<file path="src/rtl/regfile_param.sv">
// Parameterised register file: one byte-enabled write port, two registered read
// ports, per-entry written flags and a post-reset sequential clear of every entry.
module regfile_param #(
  parameter int unsigned WIDTH    = 32,
  parameter int unsigned DEPTH    = 16,
  parameter int unsigned ZERO_REG = 0
) (
  input  logic                       clk,
  input  logic                       rst,
  input  logic                       en,
  input  logic                       wr,
  input  logic [$clog2(DEPTH)-1:0]   wr_sel,
  input  logic [WIDTH-1:0]           wr_data,
  input  logic [WIDTH/8-1:0]         wr_be,
  input  logic                       rd,
  input  logic [$clog2(DEPTH)-1:0]   rd_sel1,
  input  logic [$clog2(DEPTH)-1:0]   rd_sel2,
  output logic [WIDTH-1:0]           rd_data1,
  output logic [WIDTH-1:0]           rd_data2,
  output logic                       rd_valid,
  output logic                       rd_uninit1,
  output logic                       rd_uninit2,
  output logic                       busy
);

  localparam int unsigned AW = $clog2(DEPTH);
  localparam int unsigned NB = WIDTH / 8;

  typedef enum logic {CLEAR, READY} state_e;

  state_e            state_q, state_d;
  logic [AW-1:0]     clr_cnt_q, clr_cnt_d;
  logic [WIDTH-1:0]  mem_q [DEPTH];
  logic [DEPTH-1:0]  wflag_q;

  logic [WIDTH-1:0]  rd_data1_q, rd_data1_d, rd_data2_q, rd_data2_d;
  logic              rd_uninit1_q, rd_uninit1_d, rd_uninit2_q, rd_uninit2_d;
  logic              rd_valid_q, rd_valid_d;

  logic              wr_hit;
  logic              mem_we, mem_flag;
  logic [AW-1:0]     mem_idx;
  logic [WIDTH-1:0]  mem_wdata, merged;
  logic [WIDTH:0]    lookup1, lookup2;

  function automatic logic is_zero_entry(input logic [AW-1:0] idx);
    return (ZERO_REG != 0) && (idx == '0);
  endfunction

  // Returns {uninit, data}; a same-cycle write to the selected entry is forwarded.
  function automatic logic [WIDTH:0] rd_lookup(
    input logic [AW-1:0]    sel,
    input logic [WIDTH-1:0] entry,
    input logic             flag,
    input logic             hit,
    input logic [AW-1:0]    wsel,
    input logic [WIDTH-1:0] wval
  );
    if (is_zero_entry(sel))       return '0;
    else if (hit && wsel == sel)  return {1'b0, wval};
    else                          return {~flag, entry};
  endfunction

  always_comb begin
    merged = mem_q[wr_sel];
    for (int unsigned b = 0; b < NB; b++) begin
      if (wr_be[b]) merged[8*b +: 8] = wr_data[8*b +: 8];
    end
  end

  assign wr_hit  = en && wr && (|wr_be) && !is_zero_entry(wr_sel);
  assign lookup1 = rd_lookup(rd_sel1, mem_q[rd_sel1], wflag_q[rd_sel1], wr_hit, wr_sel, merged);
  assign lookup2 = rd_lookup(rd_sel2, mem_q[rd_sel2], wflag_q[rd_sel2], wr_hit, wr_sel, merged);

  always_comb begin
    state_d      = state_q;
    clr_cnt_d    = clr_cnt_q;
    mem_we       = 1'b0;
    mem_idx      = wr_sel;
    mem_wdata    = merged;
    mem_flag     = 1'b1;
    rd_valid_d   = 1'b0;
    rd_data1_d   = rd_data1_q;
    rd_data2_d   = rd_data2_q;
    rd_uninit1_d = rd_uninit1_q;
    rd_uninit2_d = rd_uninit2_q;
    if (state_q == CLEAR) begin
      mem_we    = 1'b1;
      mem_idx   = clr_cnt_q;
      mem_wdata = '0;
      mem_flag  = 1'b0;
      clr_cnt_d = clr_cnt_q + AW'(1);
      if (clr_cnt_q == '1) state_d = READY;
    end else begin
      mem_we = wr_hit;
      if (en && rd) begin
        rd_valid_d   = 1'b1;
        rd_data1_d   = lookup1[WIDTH-1:0];
        rd_uninit1_d = lookup1[WIDTH];
        rd_data2_d   = lookup2[WIDTH-1:0];
        rd_uninit2_d = lookup2[WIDTH];
      end
    end
  end

  always_ff @(posedge clk) begin
    if (rst) begin
      state_q      <= CLEAR;
      clr_cnt_q    <= '0;
      rd_valid_q   <= 1'b0;
      rd_data1_q   <= '0;
      rd_data2_q   <= '0;
      rd_uninit1_q <= 1'b0;
      rd_uninit2_q <= 1'b0;
    end else begin
      state_q      <= state_d;
      clr_cnt_q    <= clr_cnt_d;
      rd_valid_q   <= rd_valid_d;
      rd_data1_q   <= rd_data1_d;
      rd_data2_q   <= rd_data2_d;
      rd_uninit1_q <= rd_uninit1_d;
      rd_uninit2_q <= rd_uninit2_d;
    end
  end

  // Storage is not reset directly; the CLEAR sequence zeroes it after rst falls.
  always_ff @(posedge clk) begin
    if (!rst && mem_we) begin
      mem_q[mem_idx]   <= mem_wdata;
      wflag_q[mem_idx] <= mem_flag;
    end
  end

  assign rd_data1   = rd_data1_q;
  assign rd_data2   = rd_data2_q;
  assign rd_valid   = rd_valid_q;
  assign rd_uninit1 = rd_uninit1_q;
  assign rd_uninit2 = rd_uninit2_q;
  assign busy       = (state_q == CLEAR);

endmodule

</file>
<file path="config.mk">
export PLATFORM = sky130hd
export DESIGN_NAME = regfile_param
export DESIGN_NICKNAME = d
export VERILOG_FILES = /design/src/rtl/regfile_param.sv
export SDC_FILE = /design/constraint.sdc
export NUM_CORES = 1
export LEC_CHECK = 0
export CORE_UTILIZATION = 56
export DETAILED_ROUTE_END_ITERATION = 10
export PLACE_DENSITY_LB_ADDON = 0.25
export RECOVER_POWER = 50
export REMOVE_ABC_BUFFERS = 1
export SLEW_MARGIN = 40
export SYNTH_ARGS = -nofsm -noshare
export SYNTH_HDL_FRONTEND = slang
export SYNTH_SLANG_ARGS = --single-unit
export TNS_END_PERCENT = 100
</file>
<file path="constraint.sdc">
create_clock -name clk -period 3.4 [get_ports clk]
set_clock_uncertainty 0.15 [all_clocks]
set_input_delay 0.68 -clock clk [delete_from_list [all_inputs] [get_ports clk]]
set_output_delay 0.68 -clock clk [all_outputs]
set_load 0.03 [all_outputs]
</file>
Word level (Yosys, flattened, before mapping)
Memories as Yosys holds them, arrays and structs flattened. A register that Yosys moved wholly into a read port is not among the register bits. Cells that the tools add are included.

Flip-flop bits (word level): 24. Bits in writable memories: 512. Bits of input ports: 53. Output and inout bits: 68. Word-level logic and storage cells: 51. Memories kept: 1.

Add/sub/neg operators: 1. $lt $le $gt $ge: 4. Equality and inequality tests: 3. Multiplexer cells: 22. Bitwise operators: 3. Reduce and logical (&&, ||, !) cells: 11.

Memories: mem_q (depth 16, bits a word 32, read ports 3, clocked after Yosys merged registers in 2, wr ports 1, RTL line 33) `logic [WIDTH-1:0] mem_q [DEPTH];`.

Operators with widths (number): 33-bit two-way mux (2); 32-bit two-way mux (1); 8-bit two-way mux (4); 16-bit bitwise mux (1); 4-bit by 5-bit less-than comparator with 1-bit output (second input constant) (3); 1-bit two-way mux (10); 1-bit binary-select mux with 4-bit select (2); 4-bit == test (2); 1-bit logical AND (7); 4-bit by 1-bit adder with 4-bit output (second input constant) (1); 1-bit demux with 4-bit select (1); 4-bit == test (second input constant) (1); 4-bit by 1-bit >= comparator with 1-bit output (second input constant) (1); 4-bit two-way mux (1); 4-bit OR reduction (1); 1-bit NOT (3); 2-bit AND reduction (1); 2-bit OR reduction (1); 1-bit zero test (1).

Longest topological paths before layout
Gate-level depths: netlist of the first run.

Depth after elaboration: 6. Gate-level depth with buffers: 8. Depth with buffers taken out: 5.

Worst setup path before layout of the first run
Ideal clock, no wire load.

Path kind: register -> register. Start: register state_q. End: memory mem_q[9][0], enable pin. Setup time: 423 ps. Data arrival time: 3308 ps. Data required time: 2827 ps. Path slack: -481 ps. Stages on the path, launching flop included: 8. Path buffers: 3. Clock period less this slack: 3881 ps. Cell sequence: dfxtp_1 buf_4 buf_4 clkbuf_1 inv_1 nor3b_1 o21ai_0 nor2_1.

Word-level cells in the longest chain between the ends: 4. Elaborated cells between the ends (all ways): 5. Those cells by class: mux (4); reduce/logical (1).

RTL lines: start: declaration (RTL line 31) `state_e state_q, state_d;`; start signal: assignment (RTL line 116) `state_q <= state_d;`; 1-bit two-way mux (RTL line 87) `if (state_q == CLEAR) begin`; 1-bit logical AND (RTL line 128) `if (!rst && mem_we) begin`; 1-bit two-way mux (RTL line 128); 1-bit two-way mux (implied by the code) (RTL line 129) `mem_q[mem_idx] <= mem_wdata;`; end: declaration (RTL line 33).

Parallel ways exist; a longest one is shown, timed or not.

==> results of run 1 <==
==> cell usage in the layout, fill, tap and decap left out, types with 5 or more instances in the layout <==
cell type,n
clkdlybuf4s50_1,45
clkinv_2,13
o21bai_1,58
nand4_1,38
mux2i_1,257
a22o_1,118
mux4_2,264
nor2_4,16
clkbuf_1,30
nor2b_4,6
edfxtp_1,528
a221oi_2,16
clkbuf_2,17
buf_4,54
nand3_1,68
a21oi_1,36
a22oi_1,76
a221oi_1,44
dfxtp_1,71
bufinv_16,7
nor2_1,81
o221a_2,6
xnor2_1,17
nand2_1,143
clkinvlp_4,5
clkinv_1,9
and4_1,29
clkbuf_16,70
buf_12,66
dlygate4sd3_1,69
==> state kept, by name (all words and copies together), names as in the netlist, 4 cells and up <==
| name | count |
|---|---|
| clr_cnt_q | 4 |
| mem_q | 512 |
| wflag_q | 16 |
| rd_data1 | 32 |
| rd_data2 | 32 |
==> kinds of logic after synthesis <==
| family | Yosys count | share of synthesized area [%] |
|---|---|---|
| adders and majority gates | 1 | 0.03925 |
| and+or+nand+nor | 406 | 6.159 |
| buffers and inverters | 194 | 2.626 |
| DFF | 600 | 54.27 |
| AOI/OAI and AO/OA | 365 | 9.430 |
| xor gates and xnor gates | 19 | 0.5221 |
| muxes | 525 | 26.95 |
==> metal layers <==
layer  global-route usage, %  vias up
met1                   49.76    11489
met5                       0        -
met2                   54.62     1993
met3                   9.997      393
li1                        -     9095
met4                   19.49        0
==> synthesized netlist by cell type (3+ instances only) <==
master    instances  area share (%)
and4_1           29            0.80
a22o_1          118             3.2
edfxtp_1        528              50
o21bai_1         58             1.4
mux2i_1         257             8.1
or3b_2            4            0.11
mux4_2          264              19
a221oi_2         20            0.94
nor2_1           99             1.2
nand4_1          38            0.75
clkbuf_1         93             1.1
inv_1             3           0.035
and2_1            7            0.14
nand2_1         143             1.7
o221a_2           6            0.21
a221oi_1         40             1.1
nor2b_1           7            0.14
buf_2            69             1.1
o21ai_0           4           0.063
a22oi_1          76             1.8
xnor2_1          17            0.47
dfxtp_1          72             4.5
nand3_1          68             1.1
buf_1            25            0.29
a21oi_1          38            0.60
==> worst max-delay path, stage by stage <==
cell,delay (ns)
dlygate4sd3_1,0.81
and2_0,0.96
clkbuf_2,0.51
a22o_1,0.20
nor2_1,0.05
a221oi_1,0.33
==> stage by stage <==
stage	area (um^2)	util (%)
3_3_place_gp	35470	63.02
3_5_place_dp	35500	63.07
5_1_grt	37580	66.77
2_1_floorplan	31050	-
4_1_cts	37740	67.06
6_report	37580	66.77
==> final timing paths <==
check / from / end / slack [ns] / cells after the start
worst max-delay path: rd_sel1[2] / rd_data1[1]$_SDFFE_PP0P_ / 0.19 / 6
worst min-delay path: rd_uninit2$_SDFFE_PP0P_ / rd_uninit2$_SDFFE_PP0P_ / 0.35 / 2
worst max register to register: state_q$_SDFF_PP0_ / mem_q[3][29]$_DFFE_PP_ / 0.37 / 6
worst min register to register: rd_uninit2$_SDFFE_PP0P_ / rd_uninit2$_SDFFE_PP0P_ / 0.35 / 2
==> final cells by class <==
cell class	count	area, um^2
fillers	3815	18700
clock buffers	83	1821
multi-input cells	1316	13920
well taps	756	945.9
inverters	3	11.26
repair buffers	280	3162
clock inverters	40	421.7
flip-flops and latches	600	17300
==> where the power goes <==
group          leakage (nW)  internal, mW  switching (mW)  total [mW]
combinational          6.97         0.755           0.938        1.69
clock                  1.09          4.37            3.06        7.42
sequential             5.64          8.00          0.0585        8.06
==> flow_summary.toml, run 1 <==
[outcome]
status = "complete, no violations"

[yosys]
synth.avg_cell_area_um2 = 15.11
ys_seq_area_share_pct = 54.27
synthCells = 2110
synth-async-reset-ratio_pct = 0
yosysWarnings = 0
synth_cell_types = 41
synth_ff_type = "edfxtp_1"
syn-cell-area_um2 = 31870
synth_edf_count = 528
ys_seq_elements = 600

[power]
finalPower_mw = 17.17
p_leak_nw = 13.70
power.density_nw_per_um2 = 457.0
ir_drop_uv = 421.0

[detailed_routing]
wl_met2_mm = 46.98
num_vias = 22970
dr.pass1.iters = 6
avgRoutedWirePerCell_um = 34.10
vias_per_cell = 7.463
drc = 0
top_layer = "met4"
drt-met1-wl_mm = 37.34
drt_iter0_drc = 3012
route.met3.wl_mm = 15.12
drt-total-wl_mm = 105.0
antenna_left = 0

[layout]
synthToLayoutAreaGrowth_pct = 17.90
n_antenna_cell = 0
nets = 2322
stdcell_count = 3078
drive_gt1_share_pct = 24.81

[die]
start_util_pct = 56.63
die_h_um = 240.6
core_area_um2 = 56280
die_w_um = 240.6
io_pins = 121
die_area_um2 = 57870
row_count = 87

[clock_network]
cts.sinks = 600
postCtsHoldBufs = 0
cts_tree = "done"
clk_path_buf_depth = 3
h-tree-depth = 3
clk_pin_slew_ns = 0.05
cts-buffers-inserted = 67
clk_latency_ns = 0.63
post-cts-setup-buffers = 0
root_buffer = "clkbuf_16"
cts_resized = 0

[global_routing]
grt_max_degree = 67
grt_pass1_wl_mm = 151.5
antenna_found_initial = 0
overflow = 0
grt_usage_pct = 36.77
grt_pass1_vias = 23020

[run]
maxCapViolCount = 0

[sta]
tns_ns = 0
hold-worst-slack_ns = 0.3454
hold_viol = 0
period_needed_ns = 3.206
worst_pin_slew_ns = 1.411
slew_viol_final = 0
rsz0062_at_grt = "no"
timing.final.crit_share_pct = 94.29
max_freq_mhz = 311.9
maxSlewHeadroom_pct = 5.869
layout_setup_ws_ns = 0.1940
setup_viol_count_final = 0

[place]
place_ws_ns = -0.09206
port_buffers = 120
dp_hpwl_mm = 63.26
dp_cells = 2954
place_congestion = 0.8771

[worst_hold_path]
hp-class = "flop to flop"

[worst_setup_path]
required_ns = 3.75
cp_max_fo = 10
path_class = "primary input to flop"
start_kind = "primary input"
critPathArrivalTime_ns = 3.56
critPathCaptureType = "flop"
(Power assumes the default switching activity.)
==> run 2, diff against run 1 <==
--- a/config.mk
+++ b/config.mk
@@ -5,8 +5,9 @@
 export SDC_FILE = /design/constraint.sdc
 export NUM_CORES = 1
 export LEC_CHECK = 0
-export CORE_UTILIZATION = 56
+export CORE_UTILIZATION = 50
 export DETAILED_ROUTE_END_ITERATION = 10
+export HOLD_SLACK_MARGIN = 0.1
 export PLACE_DENSITY_LB_ADDON = 0.25
 export RECOVER_POWER = 50
 export REMOVE_ABC_BUFFERS = 1
==> run 2 against run 1 <==
Net effect:
- total power grew 2.4%
- critical path depth grew 2
- utilization shrank 6.7 points
- combinational power is essentially flat
- routed wire length grew 1.9%
- fmax grew 0.10%
- final cell count grew 3.7%
- worst hold slack lost 0.14 ns
- die area grew 12%
- global-route usage shrank 3.2 points
- largest power group unchanged
- highest routed layer is now met5
==> flow_summary.toml, run 2 (same netlist as run 1, synthesis figures left out) <==
[outcome]
status = "complete, no violations"

[sta]
worst_pin_slew_ns = 1.244
rsz0062_at_grt = "no"
maxSlewHeadroom_pct = 17.06
hold_viol = 0
hold-worst-slack_ns = 0.2098
period_needed_ns = 3.203
slew_viol_final = 0
timing.final.crit_share_pct = 94.19
max_freq_mhz = 312.2
tns_ns = 0
setup_viol_count_final = 0

[detailed_routing]
antenna_left = 0
drc = 0
drt_iter0_drc = 3197
drt-total-wl_mm = 107.0
num_vias = 22673
dr.pass1.iters = 6
vias_per_cell = 7.103
avgRoutedWirePerCell_um = 33.52

[worst_setup_path]
r2r-end = "rd_data1[4]$_SDFFE_PP0P_"
critPathCaptureType = "flop"
r2r_start = "state_q$_SDFF_PP0_"
cp_max_fo = 34
r2r_slack_ns = 0.36
critPathArrivalTime_ns = 3.32
start_kind = "primary input"
path_class = "primary input to flop"
worstRegToRegCells = 5
required_ns = 3.52

[die]
die_h_um = 254.5
row_count = 92
start_util_pct = 50.53
core_area_um2 = 63080
die_area_um2 = 64760
io_pins = 121
die_w_um = 254.5

[layout]
fillers = 4790
top_register = "mem_q"
mostFrequentLayoutCell = "edfxtp_1"
nets = 2348
layout_common_cells = "edfxtp_1 (528), mux4_2 (264), mux2i_1 (257)"
n_antenna_cell = 0
largest_reg_flops = 512
final_core_util_pct = 60.07
drive_gt1_share_pct = 26.34
synthToLayoutAreaGrowth_pct = 18.90

[clock_network]
clk_path_buf_depth = 3
clk_latency_ns = 0.61
cts_tree = "done"
root_buffer = "clkbuf_16"
post-cts-setup-buffers = 0
clk_pin_slew_ns = 0.06
h-tree-depth = 3
cts_resized = 0
cts.sinks = 600
cts-buffers-inserted = 66
postCtsHoldBufs = 0

[global_routing]
antenna_found_initial = 1
grt_pass1_vias = 23240
grt_usage_pct = 33.62
grt_pass1_wl_mm = 155.2
grt_max_degree = 72
overflow = 0

[worst_hold_path]
hold_depth = 2
min_to = "rd_valid$_SDFF_PP0_"
hp-class = "primary input to flop"
hold_path.startpoint = "rst"

[power]
p_leak_nw = 13.89
ir_drop_uv = 428.5
power.density_nw_per_um2 = 464.0

[run]
maxCapViolCount = 0

[place]
port_buffers = 120
place_congestion = 0.8845
dp_hpwl_mm = 65.96
## run 2: worst max-delay path: stages
cell	delay [ns]
dlygate4sd3_1	0.59
buf_4	0.21
and2_1	0.86
buf_12	0.33
a21oi_1	0.13
nand3_1	0.12
nand3_1	0.07
clkbuf_2	0.28
## run 2: report_power, final
part           leakage (nW)  switching, mW  internal [mW]  total [mW]
clock network          1.15           2.98           4.86        7.83
logic                  7.11          0.933          0.759        1.69
registers              5.64         0.0607           8.00        8.06
total                  13.9           3.97           13.6        17.6
## run 2: through the flow
stage	instance area (um^2)	cells	power, mW	worst slack (ns)
after CTS	38080	3192	17.62	0.2810
final	37900	3192	17.58	0.1974
after global placement	35700	3072	9.850	-0.1194
after detailed placement	35700	3072	9.882	-0.2159
after floorplan	31050	1919	9.020	-0.8903
after global routing	37900	3192	17.97	0.1672
## run 2: how the worst max path moves through the flow
stage	startpoint	to	slack [ns]	cells past startpoint
after floorplan	state_q$_SDFF_PP0_	rd_data1[26]$_SDFFE_PP0P_	-0.89	5
after global placement	wr_be[0]	mem_q[4][7]$_DFFE_PP_	-0.12	8
after detailed placement	wr_be[0]	mem_q[4][7]$_DFFE_PP_	-0.22	8
after CTS	state_q$_SDFF_PP0_	busy	0.28	3
after global routing	wr_sel[1]	mem_q[7][20]$_DFFE_PP_	0.17	6
final	wr_sel[1]	mem_q[5][2]$_DFFE_PP_	0.20	8
## run 2: area by class of cell
cell class | instances | area, um^2 | share of cell area (%)
multi-input combinational | 1316 | 13950 | 36.81
inverter | 3 | 11.26 | 0.02972
timing repair buffer | 307 | 3206 | 8.459
tap | 846 | 1059 | 2.793
clock buffer | 86 | 1861 | 4.910
sequential | 600 | 17300 | 45.65
clock inverter | 34 | 513.0 | 1.354
## run 2: per-layer routing
layer,vias up,GRT usage [%],share of wire [%]
li1,9149,-,-
met1,11448,44.81,37
met2,1669,51.34,46
met3,403,8.716,12
met4,4,16.57,5.4
met5,-,0,0.025
